[src/rtl/decode_stage.sv]
`timescale 1ns/1ps
// decode_stage
// Decode pipeline stage sitting directly behind instruction fetch. Fetched
// words are either bypassed straight into the output register or parked in a
// small skid queue, then split into class / register / immediate fields.
// A load-use hazard against the word currently in the output register costs
// exactly one bubble; a flush discards the queue and the output word.
//
// Ports
//   clock          pipeline clock
//   reset_n        synchronous active-low reset
//   in_valid       fetch word valid this cycle
//   in_instruction fetched instruction word
//   in_pc          PC of the fetched word
//   in_hold        back-pressure to fetch (fetch reacts one cycle later)
//   flush          PC change: drop queue contents, output and incoming word
//   out_hold       execute stall
//   out_valid      decoded instruction valid
//   out_pc         PC of decoded instruction
//   out_class      instruction[31:28]
//   out_rd/ra/rb   register indices [27:23] / [22:18] / [17:13]
//   out_imm        instruction[12:0] sign-extended to WIDTH
//   out_is_load    out_class == 4'h4
module decode_stage #(
    parameter int WIDTH    = 32,
    parameter int REG_BITS = 5,
    parameter int DEPTH    = 2
) (
    input  logic                clock,
    input  logic                reset_n,
    input  logic                in_valid,
    input  logic [WIDTH-1:0]    in_instruction,
    input  logic [WIDTH-1:0]    in_pc,
    output logic                in_hold,
    input  logic                flush,
    input  logic                out_hold,
    output logic                out_valid,
    output logic [WIDTH-1:0]    out_pc,
    output logic [3:0]          out_class,
    output logic [REG_BITS-1:0] out_rd,
    output logic [REG_BITS-1:0] out_ra,
    output logic [REG_BITS-1:0] out_rb,
    output logic [WIDTH-1:0]    out_imm,
    output logic                out_is_load
);

    localparam int         PTR_W      = (DEPTH > 1) ? $clog2(DEPTH) : 1;
    localparam int         CNT_W      = $clog2(DEPTH + 1);
    localparam logic [3:0] CLASS_LOAD = 4'h4;

    function automatic logic signed [WIDTH-1:0] sign_ext_imm(input logic [WIDTH-1:0] instr);
        return {{(WIDTH-13){instr[12]}}, instr[12:0]};
    endfunction

    // Pointers wrap explicitly so DEPTH need not be a power of two.
    function automatic logic [PTR_W-1:0] ptr_inc(input logic [PTR_W-1:0] p);
        return (p == PTR_W'(DEPTH - 1)) ? '0 : p + 1'b1;
    endfunction

    logic [WIDTH-1:0]    q_instr [DEPTH];
    logic [WIDTH-1:0]    q_pc    [DEPTH];
    logic [PTR_W-1:0]    wr_ptr;
    logic [PTR_W-1:0]    rd_ptr;
    logic [CNT_W-1:0]    count;

    logic                vld_p1;
    logic [WIDTH-1:0]    pc_p1;
    logic [3:0]          class_p1;
    logic [REG_BITS-1:0] rd_p1;
    logic [REG_BITS-1:0] ra_p1;
    logic [REG_BITS-1:0] rb_p1;
    logic signed [WIDTH-1:0] imm_p1;
    logic                is_load_p1;

    logic                q_empty;
    logic                q_full;
    logic                advance;
    logic                src_valid;
    logic [WIDTH-1:0]    src_instr;
    logic [WIDTH-1:0]    src_pc;
    logic [REG_BITS-1:0] src_ra;
    logic [REG_BITS-1:0] src_rb;
    logic                hazard;
    logic                load_src;
    logic                pop;
    logic                push;
    logic                push_ok;

    assign q_empty = (count == '0);
    assign q_full  = (count == CNT_W'(DEPTH));

    // Raised one entry early: fetch sees hold a cycle late and may still
    // deliver one more word, which lands in the last free slot.
    assign in_hold = (count >= CNT_W'(DEPTH - 1));

    assign advance   = !vld_p1 || !out_hold;
    assign src_valid = !q_empty || in_valid;
    assign src_instr = q_empty ? in_instruction : q_instr[rd_ptr];
    assign src_pc    = q_empty ? in_pc          : q_pc[rd_ptr];
    assign src_ra    = src_instr[22 -: REG_BITS];
    assign src_rb    = src_instr[17 -: REG_BITS];

    // r0 is never a real destination, so a load to r0 cannot create a hazard.
    assign hazard = vld_p1 && is_load_p1 && (rd_p1 != '0) &&
                    ((src_ra == rd_p1) || (src_rb == rd_p1));

    assign load_src = advance && src_valid && !hazard;
    assign pop      = load_src && !q_empty;
    // An incoming word is queued unless it was bypassed straight to the output
    // (this includes the hazard case, where the bypass candidate is parked).
    assign push     = in_valid && !flush && !(load_src && q_empty);
    assign push_ok  = push && (!q_full || pop);

    // ---- stage 0: skid queue control ----
    always_ff @(posedge clock) begin
        if (!reset_n || flush) begin
            wr_ptr <= '0;
            rd_ptr <= '0;
            count  <= '0;
        end else begin
            if (push_ok) wr_ptr <= ptr_inc(wr_ptr);
            if (pop)     rd_ptr <= ptr_inc(rd_ptr);
            if (push_ok && !pop)      count <= count + 1'b1;
            else if (!push_ok && pop) count <= count - 1'b1;
        end
    end

    always_ff @(posedge clock) begin
        if (push_ok) begin
            q_instr[wr_ptr] <= in_instruction;
            q_pc[wr_ptr]    <= in_pc;
        end
    end

    // ---- stage 1: decoded output register ----
    always_ff @(posedge clock) begin
        if (!reset_n) begin
            vld_p1     <= 1'b0;
            pc_p1      <= '0;
            class_p1   <= '0;
            rd_p1      <= '0;
            ra_p1      <= '0;
            rb_p1      <= '0;
            imm_p1     <= '0;
            is_load_p1 <= 1'b0;
        end else if (flush) begin
            vld_p1 <= 1'b0;
        end else if (advance) begin
            vld_p1 <= load_src;
            if (load_src) begin
                pc_p1      <= src_pc;
                class_p1   <= src_instr[31:28];
                rd_p1      <= src_instr[27 -: REG_BITS];
                ra_p1      <= src_ra;
                rb_p1      <= src_rb;
                imm_p1     <= sign_ext_imm(src_instr);
                is_load_p1 <= (src_instr[31:28] == CLASS_LOAD);
            end
        end
    end

    assign out_valid   = vld_p1;
    assign out_pc      = pc_p1;
    assign out_class   = class_p1;
    assign out_rd      = rd_p1;
    assign out_ra      = ra_p1;
    assign out_rb      = rb_p1;
    assign out_imm     = imm_p1;
    assign out_is_load = is_load_p1;

    // A word arriving with the queue full is lost; fetch must honour in_hold.
    overflow_check: assert property (@(posedge clock) disable iff (!reset_n)
                                     !(push && !push_ok));

endmodule
[config.mk]
export PLATFORM = sky130hd
export DESIGN_NAME = decode_stage
export DESIGN_NICKNAME = d
export VERILOG_FILES = /design/src/rtl/decode_stage.sv
export SDC_FILE = /design/constraint.sdc
export NUM_CORES = 1
export LEC_CHECK = 0
export ABC_AREA = 1
export CAP_MARGIN = 20
export CORE_MARGIN = 8
export CORE_UTILIZATION = 40
export DETAILED_ROUTE_END_ITERATION = 6
export PLACE_DENSITY = 0.69
export SYNTH_ARGS = -nofsm -noshare
export SYNTH_HDL_FRONTEND = slang
export SYNTH_SLANG_ARGS = --single-unit
export TNS_END_PERCENT = 5
[constraint.sdc]
create_clock -name clock -period 5.45 [get_ports clock]
set_input_delay 1.09 -clock clock [delete_from_list [all_inputs] [get_ports clock]]
set_output_delay 1.09 -clock clock [all_outputs]
set_load 0.02 [all_outputs]
==> summary.md, run 1 <==
| Metric | Value |
|---|---|
| Outcome | `completed` |
| Simple-gate area share of the yosys netlist | `18.2%` |
| CTS Root Cell | `clkbuf_16` |
| Largest fanout on the critical path | `40` |
| Crit-path cells | `buf_4 -> nand2_1 -> nand3_1 -> nand2_1 -> nand2_1 -> nand2_1 -> nor2_1 -> nand3_1 -> nand2_1 -> nand2_2 -> nand2_2 -> nand2_1 -> nand2_1 -> nand3_1 -> inv_2 -> buf_12` |
| Clock power frac | `37.3%` |
| Post-synthesis compound-gate area fraction | `9.84%` |
| Cell count along the critical path | `16` |
| Count leader, synth | `nand2_1` |
| Dpl ws | `1550 ps` |
| Post-DR wirelength/cell | `16.4 um` |
| Worst setup SP type | `register` |
| Reg area | `5270 um^2` |
| Final WL | `19800 um` |
| Ports | `155` |
| Post-synth EDFFs | `128` |
| Syn Inst Count | `roughly 810` |
| Post-synthesis sequential area ratio | `between 60% and 70%` |
| RSZ-0062 raised after global routing | `no` |
| Crit-path max cell delay | `670 ps` |
| Synth Area in Adders | `0.622%` |
| Cts-stage hold buffer count | `0` |
| Vias per inst | `4.94` |
| CP endpoint | `q_pc[1][5]` |
| Die height | `158 um` |
| Yosys top cell by area | `edfxtp_1` |
| Top Family by Delay on Critical Path | `buffers and inverters` |
| Worst Skew | `10.0 ps` |
| Vias in the first global route | `5771` |
| Layout cells sized above 1 | `5.55%` |
| Power density cells | `339 nW/um^2` |
| Hold Crit Class | `register to register` |
| Sw Share | `25.2%` |
| Core area | `20000 um^2` |
| Synth area leaders | `edfxtp_1 (48%), dfxtp_1 (18%), nand2_1 (12%)` |
| Crit path kind | `register to register` |
| ANT nets after route | `0` |
| Drt initial violations | `394` |
| Syn Nets | `slightly below 900` |
| I/O Buffers | `154` |
| Main combinational cell family by area after synthesis | `simple AND/OR/NAND/NOR gates` |
| Worst slew pin tran | `761 ps` |
| Mapped Area | `8050 um^2` |
| Power share of the combinational group | `13.8%` |
| GR Util All Layers | `16.0%` |
| Post-synthesis xor/xnor area fraction | `less than 1%` |
| Share of synthesized registers carrying an async set or reset | `0%` |
| Final slew viol count | `0` |
| Final worst slack | `1910 ps` |
| Bufs on Longest Clock Path | `2` |
| Critical path required time | `~5600 ps` |
| Setup Buffers After CTS | `0` |
| # resized after CTS | `0` |
| Number of max-cap violations | `0` |
| TritonCTS Buffers | `17` |
| Reg2reg end | `q_pc[1][5]` |
| Clock sink total | `roughly 200` |
| First-pass GRT wire length | `30700 um` |
| Placer Congestion | `0.786` |
| Final #Nets | `~1000` |
| Leak | `3.69 nW` |
| Seq cells post-synth | `199` |
| CP Capture Type | `register` |
| Initial antenna violation count | `1` |
| Hpwl dp | `12900 um` |
| Worst slew margin | `49.2%` |
| Setup TNS | `0 ps` |
| Drt first pass iters | `5` |
| Endpoints failing setup | `0` |
| Arrival time at the worst endpoint | `approximately 3700 ps` |
| Layout fillers | `between 1500 and 2000` |
| Final period utilization | `65.0%` |
| Synth top cells by count | `nand2_1 (265), edfxtp_1 (128), a21oi_1 (74)` |
| CTS clock-pin slew for the worst setup and hold paths | `70 ps` |
| Cell Rows | `52` |
| Internal power | `0.00261 W` |
| Max IR drop VDD | `0.217 mV` |
| Syn Area/Cell | `9.98 um^2` |
| Later-pin clock latency in the skew report | `430 ps` |
| Full die area | `24900 um^2` |
| FMAX | `283 MHz` |
| Worst path buffer plus inverter count | `3` |
| Final Hold Viols | `0` |
| Fraction of synthesized area in multiplexers | `0%` |
| Largest net degree at the start of global routing | `76` |
| Area delta synth->final | `27.6%` |
| Starting Density | `40.3%` |
| Area of the multi-input gates | `2340 um^2` |
| Share of the synthesized area in the top cell type | `47.7%` |
| H-tree Lvls | `4` |
| Reg2reg setup slack | `1910 ps` |
| Sw power | `0.000878 W` |
| Slowest cell on the critical path | `dfxtp_2` |
| Overflow after GRT | `0` |
| DRC viols | `0` |
| R2r worst-path depth | `16` |
| Reg power frac | `48.8%` |
| Most used cell, CP | `nand2_1` |
| TritonCTS clock tree | `built` |
| Total vias in the final route | `5967` |
| Distinct cells, synth | `29` |
| Ys flop type | `edfxtp_1` |
| Synth warn | `0` |
| Min cycle time layout | `about 3500 ps` |
| Die width | `158 um` |
-- cells by family (layout without fill, tap and decap cells) --
kind of cell / after synthesis / count (layout)
AO/OA/AOI/OAI: 144 / 144
XOR/XNOR: 3 / 3
buffers and inverters: 87 / 217
AND/OR/NAND/NOR: 370 / 370
adder cells (fa/ha/maj): 4 / 4
other: 0 / 1
flip-flops: 199 / 199
-- power groups by stage --
stage / sequential (W) / clock [W] / combinational [W]
finish: 0.00170 / 0.00130 / 0.000482
global route: 0.00171 / 0.00139 / 0.000531
CTS: 0.00170 / 0.00133 / 0.000489
detailed placement: 0.00174 / 0 / 0.000486
global placement: 0.00174 / 0 / 0.000479
floorplan: 0.00178 / 0 / 0.000242
-- state kept, by name, summed over array words and instances (netlist names), named ones only --
| name | cells |
|---|---|
| count | 2 |
| out_class | 4 |
| out_imm | 13 |
| out_is_load | 1 |
| out_pc | 32 |
| out_ra | 5 |
| out_rb | 5 |
| out_rd | 5 |
| out_valid | 1 |
| q_instr | 64 |
| q_pc | 64 |
| rd_ptr | 1 |
| wr_ptr | 1 |
-- through the flow --
| step | std cells | utilization [%] | instance area, um^2 | hold WS [ps] | power (W) |
|---|---|---|---|---|---|
| after floorplan | 807 | - | 8050 | 472 | 0.00202 |
| after global placement | 1175 | 48.3 | 9660 | 451 | 0.00221 |
| after detailed placement | 1175 | 48.3 | 9660 | 456 | 0.00222 |
| after CTS | 1207 | 51.4 | 10300 | 467 | 0.00352 |
| after global routing | 1207 | 51.4 | 10300 | 483 | 0.00363 |
| final | 1208 | 51.4 | 10300 | 464 | 0.00349 |
-- layer usage --
layer / GRT usage (%) / up-vias / wire (um)
met1: 19.8 / 2823 / 8710
li1: - / 2959 / -
met4: 4.76 / 2 / 221
met3: 4.37 / 15 / 1350
met2: 26.8 / 168 / 9490
met5: 0 / - / 13
-- area by class of cell --
cell class	instances	area share, %
flip-flops and latches	199	51.3
multi-input cells	521	22.8
clock inverters	15	1.82
clock buffers	17	4.14
well taps	270	3.29
diodes	1	0.0244
repair buffers	164	15.9
inverters	21	0.792
-- layout by cell type (no fill, tap or decap) --
| cell | netlist | layout |
|---|---|---|
| clkdlybuf4s50_1 | 0 | 154 |
| clkbuf_16 | 0 | 17 |
| o21ai_1 | 4 | 4 |
| bufinv_16 | 0 | 3 |
| or2_2 | 1 | 1 |
| nor2_1 | 65 | 64 |
| dfxtp_1 | 71 | 70 |
| edfxtp_1 | 128 | 128 |
| or2_1 | 8 | 8 |
| xnor2_1 | 1 | 1 |
| nand2_2 | 2 | 2 |
| nor4_1 | 1 | 1 |
| nor2_4 | 1 | 2 |
| clkinvlp_4 | 0 | 1 |
| o311ai_0 | 1 | 1 |
| nand3b_2 | 1 | 1 |
| a31oi_1 | 50 | 50 |
| inv_6 | 0 | 6 |
| dfxtp_2 | 0 | 1 |
| xor2_1 | 2 | 2 |
| o211ai_1 | 1 | 1 |
| ha_1 | 4 | 4 |
| diode_2 | 0 | 1 |
| inv_8 | 0 | 2 |
| nand3_1 | 26 | 26 |
| inv_2 | 1 | 3 |
| nand2_1 | 265 | 265 |
| clkinv_1 | 1 | 1 |
| clkinv_2 | 0 | 2 |
| inv_1 | 19 | 17 |
| o21ai_0 | 13 | 13 |
| inv_4 | 0 | 1 |
| buf_4 | 19 | 9 |
| o21a_1 | 1 | 1 |
| buf_12 | 0 | 1 |
| a21oi_1 | 74 | 74 |
-- worst min path at each step --
stage | start | end | slack (ps) | depth (start not counted)
final | out_pc[3] | out_pc[3] | 460 | 2
after global routing | out_pc[3] | out_pc[3] | 480 | 2
after CTS | out_pc[3] | out_pc[3] | 470 | 2
after detailed placement | out_pc[3] | out_pc[3] | 460 | 2
after global placement | out_pc[6] | out_pc[6] | 450 | 2
after floorplan | rd_ptr | register | 470 | 2
-- worst register-to-register path: stages (launching register included) --
cell and delay, ps:
dfxtp_2 670, buf_4 520, nand2_1 120, nand3_1 130, nand2_1 80, nand2_1 60
nand2_1 50, nor2_1 120, nand3_1 80, nand2_1 80, nand2_2 70, nand2_2 100
nand2_1 60, nand2_1 90, nand3_1 120, inv_2 530, buf_12 330
(Power assumes the default switching activity.)
==> run 2, diff against run 1 <==
- PLACE_DENSITY: 0.69 -> 0.66
- clock period: 5.45 -> 3.4 ns (I/O delays scaled with it)
==> summary.md, run 2 (synthesized netlist as in run 1, its figures left out) <==
| Metric | Value |
|---|---|
| Clock sink total | `199` |
| TritonCTS Buffers | `17` |
| Non-filler cells, final | `1216` |
| Area of the multi-input gates | `2340 um^2` |
| DRC viols | `0` |
| Endpoints failing setup | `0` |
| Min cycle time layout | `2880 ps` |
| Most frequent cells in the layout | `nand2_1 (265), clkdlybuf4s50_1 (154), edfxtp_1 (128)` |
| CTS clock-pin slew for the worst setup and hold paths | `70 ps` |
| Worst slew pin tran | `905 ps` |
| Placer Congestion | `0.799` |
| Arrival time at the worst endpoint | `2980 ps` |
| Leak | `between 3 and 4 nW` |
| Final slew viol count | `0` |
| Top Family by Delay on Critical Path | `simple AND/OR/NAND/NOR gates` |
| Layout fillers | `1843` |
| Critical R2R Launch | `count[0]` |
| TritonCTS clock tree | `built` |
| Bufs on Longest Clock Path | `2` |
| Later-pin clock latency in the skew report | `430 ps` |
| Core area | `around 20000 um^2` |
| Total vias in the final route | `5942` |
| Vias per inst | `~4.9` |
| ANT nets after route | `0` |
| Vias in the first global route | `5740` |
| Final #Nets | `1003` |
| Final Hold Viols | `0` |
| CP Capture Type | `register` |
| Die height | `about 160 um` |
| R2r worst-path depth | `17` |
| Starting Density | `40.3%` |
| Initial antenna violation count | `0` |
| Die width | `158 um` |
| Overflow after GRT | `0` |
| FMAX | `347 MHz` |
| Slowest cell on the critical path | `dfxtp_1` |
| Crit path kind | `register to register` |
| Layout Utilization | `51.8%` |
| Hold Crit Class | `register to register` |
| Hold endpoint | `out_pc[4]` |
| Max IR drop VDD | `about 0.32 mV` |
| Worst path buffer plus inverter count | `3` |
| Outcome | `completed` |
| Reg area | `5270 um^2` |
| Reg2reg end | `q_pc[0][2]` |
| Largest fanout on the critical path | `50` |
| Hold path startpoint | `out_pc[4]` |
| Final period utilization | `84.7%` |
| CTS Root Cell | `clkbuf_16` |
| Most used cell, CP | `nand2_1` |
| Worst setup SP type | `register` |
| Worst Skew | `between 10 and 15 ps` |
| RSZ-0062 raised after global routing | `no` |
| Hpwl dp | `13000 um` |
| Crit-path cells | `inv_1 -> ha_1 -> inv_4 -> or2_1 -> nand2_1 -> nand2_1 -> nand2_1 -> nor2_1 -> nand3_1 -> nand2_1 -> nand2_2 -> nand2_2 -> nand2_1 -> nand2_1 -> nand2_1 -> nor2_4 -> buf_12` |
| Cts-stage hold buffer count | `0` |
| Setup Buffers After CTS | `0` |
| Crit-path max cell delay | `350 ps` |
| H-tree Lvls | `4` |
| Area delta synth->final | `28.5%` |
| Placed cell count | `1181` |
| Ports | `155` |
| GR Util All Layers | `between 10% and 20%` |
| Full die area | `around 25000 um^2` |
| Worst slew margin | `39.7%` |
| Power density cells | `543 nW/um^2` |
| Largest net degree at the start of global routing | `90` |
| Layout cells sized above 1 | `6.26%` |
| Hold Path Depth | `2` |
| Reg2reg setup slack | `520 ps` |
| Post-DR wirelength/cell | `~17 um` |
| Commonest non-fill, non-tap cell in the layout | `nand2_1` |
| Drt initial violations | `339` |
| Drt first pass iters | `6` |
| CP startpoint | `count[0]` |
| Number of max-cap violations | `0` |
| I/O Buffers | `154` |
| # resized after CTS | `0` |
| Critical path required time | `3500 ps` |
| First-pass GRT wire length | `roughly 31000 um` |
| Cell Rows | `52` |
| Final WL | `20300 um` |
run 2: worst max path at each step:
stage	to	slack, ps	cells after the start
floorplan	q_instr[1][0]	-40	16
global placement	q_pc[0][3]	380	14
detailed placement	q_pc[0][3]	310	14
CTS	q_instr[0][9]	480	17
global route	q_pc[0][3]	250	16
finish	q_pc[0][2]	520	17
run 2: metrics by stage:
stage	total power [W]	area (um^2)	hold slack, ps	TNS (ps)	setup WS [ps]
detailed placement	0.00358	9730	456	0	314
global placement	0.00357	9730	455	0	379
floorplan	0.00323	8060	472	-2670	-41.8
finish	0.00562	10300	464	0	522
global route	0.00585	10300	483	0	252
CTS	0.00568	10300	467	0	485
run 2: cell type report:
cell class | instances | area share [%]
diodes | 3 | 0.0725
inverters | 21 | 0.786
repair buffers | 170 | 16.4
well taps | 270 | 3.26
multi-input cells | 521 | 22.6
flip-flops and latches | 199 | 50.9
clock inverters | 15 | 1.84
clock buffers | 17 | 4.11
run 2: worst register-to-register path, delay by kind of cell, from the launching register on:
kind,cells,cell delay (ps)
adder cells (fa/ha/maj),1,250
buffers and inverters,3,670
flip-flops,1,350
AND/OR/NAND/NOR,13,1240
run 2: routing by layer:
metal	track usage, %	routed length (um)	vias up
li1	-	-	2972
met1	19.9	8990	2805
met4	5.39	188	0
met3	3.99	1250	15
met2	27.4	9870	150
met5	0	0	-
run 2: report_power, final:
group	switching (W)	internal [W]	leakage (nW)	total (W)
logic	0.000454	0.000337	1.68	0.000790
registers	0.0000533	0.00267	1.74	0.00273
clock network	0.000927	0.00118	0.293	0.00210
total	0.00143	0.00419	3.72	0.00562
==> run 3, diff against run 2 <==
- clock period: 3.4 -> 2.7 ns (I/O delays scaled with it)
==> summary.md, run 3 (synthesized netlist as in run 1, its figures left out) <==
| Metric | Value |
|---|---|
| Met2 Wirelength | `10400 um` |
| Vias per inst | `4.89` |
| H-tree Lvls | `4` |
| Final total power | `0.00703 W` |
| Final slew viol count | `0` |
| Post-DR wirelength/cell | `16.9 um` |
| Total vias in the final route | `roughly 6100` |
| Largest net degree at the start of global routing | `90` |
| Overflow after GRT | `0` |
| Final #Nets | `1046` |
| Worst setup SP type | `register` |
| GR Util All Layers | `16.4%` |
| Final period utilization | `95.4%` |
| Starting Density | `40.3%` |
| Core area | `around 20000 um^2` |
| Ports | `between 150 and 200` |
| Worst slew margin | `39.6%` |
| CTS clock-pin slew for the worst setup and hold paths | `70 ps` |
| Final worst slack | `between 100 and 150 ps` |
| Drt first pass iters | `5` |
| Layout cells sized above 1 | `12.0%` |
| Die width | `158 um` |
| Endpoints failing setup | `0` |
| TritonCTS Buffers | `17` |
| Reg2reg setup slack | `around 120 ps` |
| Diode count | `0` |
| Clock sink total | `199` |
| Crit path kind | `register to register` |
| Arrival time at the worst endpoint | `2700 ps` |
| Largest fanout on the critical path | `19` |
| Layout Utilization | `54.6%` |
| Commonest non-fill, non-tap cell in the layout | `nand2_1` |
| Critical path required time | `~2800 ps` |
| Full die area | `24900 um^2` |
| Die height | `158 um` |
| Power density cells | `645 nW/um^2` |
| Vias in the first global route | `6060` |
| TritonCTS clock tree | `built` |
| FMAX | `388 MHz` |
| Most frequent cells in the layout | `nand2_1 (261), clkdlybuf4s50_1 (154), edfxtp_1 (128)` |
| Leak | `3.96 nW` |
| DR top layer | `met5` |
| Non-filler cells, final | `1256` |
| Final Hold Viols | `0` |
| Worst slew pin tran | `around 910 ps` |
| Dpl ws | `-139 ps` |
| Setup TNS | `0 ps` |
| Min cycle time layout | `2580 ps` |
| Drt initial violations | `345` |
| Worst Skew | `17.0 ps` |
| CTS Root Cell | `clkbuf_16` |
| Initial antenna violation count | `1` |
| Critical R2R Launch | `count[0]` |
| Later-pin clock latency in the skew report | `430 ps` |
| CP startpoint | `count[0]` |
| DRC viols | `0` |
| Hold Crit Class | `register to register` |
| Hold path startpoint | `out_pc[0]` |
| Placed cell count | `1207` |
| Number of max-cap violations | `0` |
| First-pass GRT wire length | `around 32000 um` |
| CP Capture Type | `register` |
| Hpwl dp | `13400 um` |
| Area delta synth->final | `35.4%` |
| Final WL | `roughly 21000 um` |
| Placer Congestion | `a little under 0.8` |
| Cell Rows | `52` |
| WL met1 | `9380 um` |
| Bufs on Longest Clock Path | `2` |
| Max IR drop VDD | `between 0.5 and 0.6 mV` |
| Outcome | `completed` |
| I/O Buffers | `approximately 150` |
| ANT nets after route | `0` |
| Routed wl met3 | `roughly 1200 um` |
run 3: changes by cell type in the layout (fill, tap and decap cells not counted), sizes merged:
cell	change
buf	+37
clkbuf	+5
diode	-3
bufinv	-2
clkinvlp	+2
inv	+1
run 3: critical path, cell delays in order (launching register included):
cell     delay [ps]
dfxtp_2         330
inv_2            90
ha_4            200
buf_12          140
inv_6            50
or2_1           210
nand3_1          80
nand2_1          70
nor2_1           80
nand3_1          80
nand2_1          80
nand2_2          90
nand2_2          80
nand2_2          50
nand2_2         110
nand2_2          90
nor2_4          130
buf_12          140
buf_12          170
run 3: stage by stage:
step | hold slack (ps) | instance area (um^2)
floorplan | 472 | 8090
global placement | 452 | 10000
detailed placement | 455 | 10000
CTS | 466 | 10600
global route | 482 | 10900
finish | 464 | 10900
run 3: cell type report:
| cell class | count | area [um^2] |
|---|---|---|
| Inverter | 21 | 97.6 |
| Clock inverter | 14 | 140 |
| Timing Repair inverter | 2 | 20.0 |
| Clock buffer | 18 | 429 |
| Tap cell | 270 | 338 |
| Timing Repair Buffer | 211 | 2190 |
| Sequential cell | 199 | 5270 |
| Fill cell | 1762 | 9080 |
| Multi-Input combinational cell | 521 | 2410 |
run 3: timing repair:
action	4_1_cts	5_1_grt
setup buffers	0	7
resized for setup	0	22
endpoints found under the setup margin	0	130
hold buffers	0	0
run 3: where the power goes:
part | leakage (nW) | total [W] | internal [W] | switching [W]
combinational | 1.95 | 0.00111 | 0.000504 | 0.000611
sequential | 1.75 | 0.00343 | 0.00337 | 0.0000635
clock | 0.268 | 0.00249 | 0.00130 | 0.00118
total | 3.96 | 0.00703 | 0.00517 | 0.00186
run 3: final timing paths:
kind | endpoint | cells after the start
worst min register to register | out_pc[0] | 2
worst max-delay path | q_pc[0][7] | 18
worst max register to register | q_pc[0][7] | 18
worst min-delay path | out_pc[0] | 2
run 3: layer usage:
metal | vias to the layer above | track usage [%]
met2 | 165 | 28.0
met4 | 2 | 5.12
met3 | 19 | 3.88
met5 | - | 0
met1 | 2896 | 20.2
li1 | 3063 | -
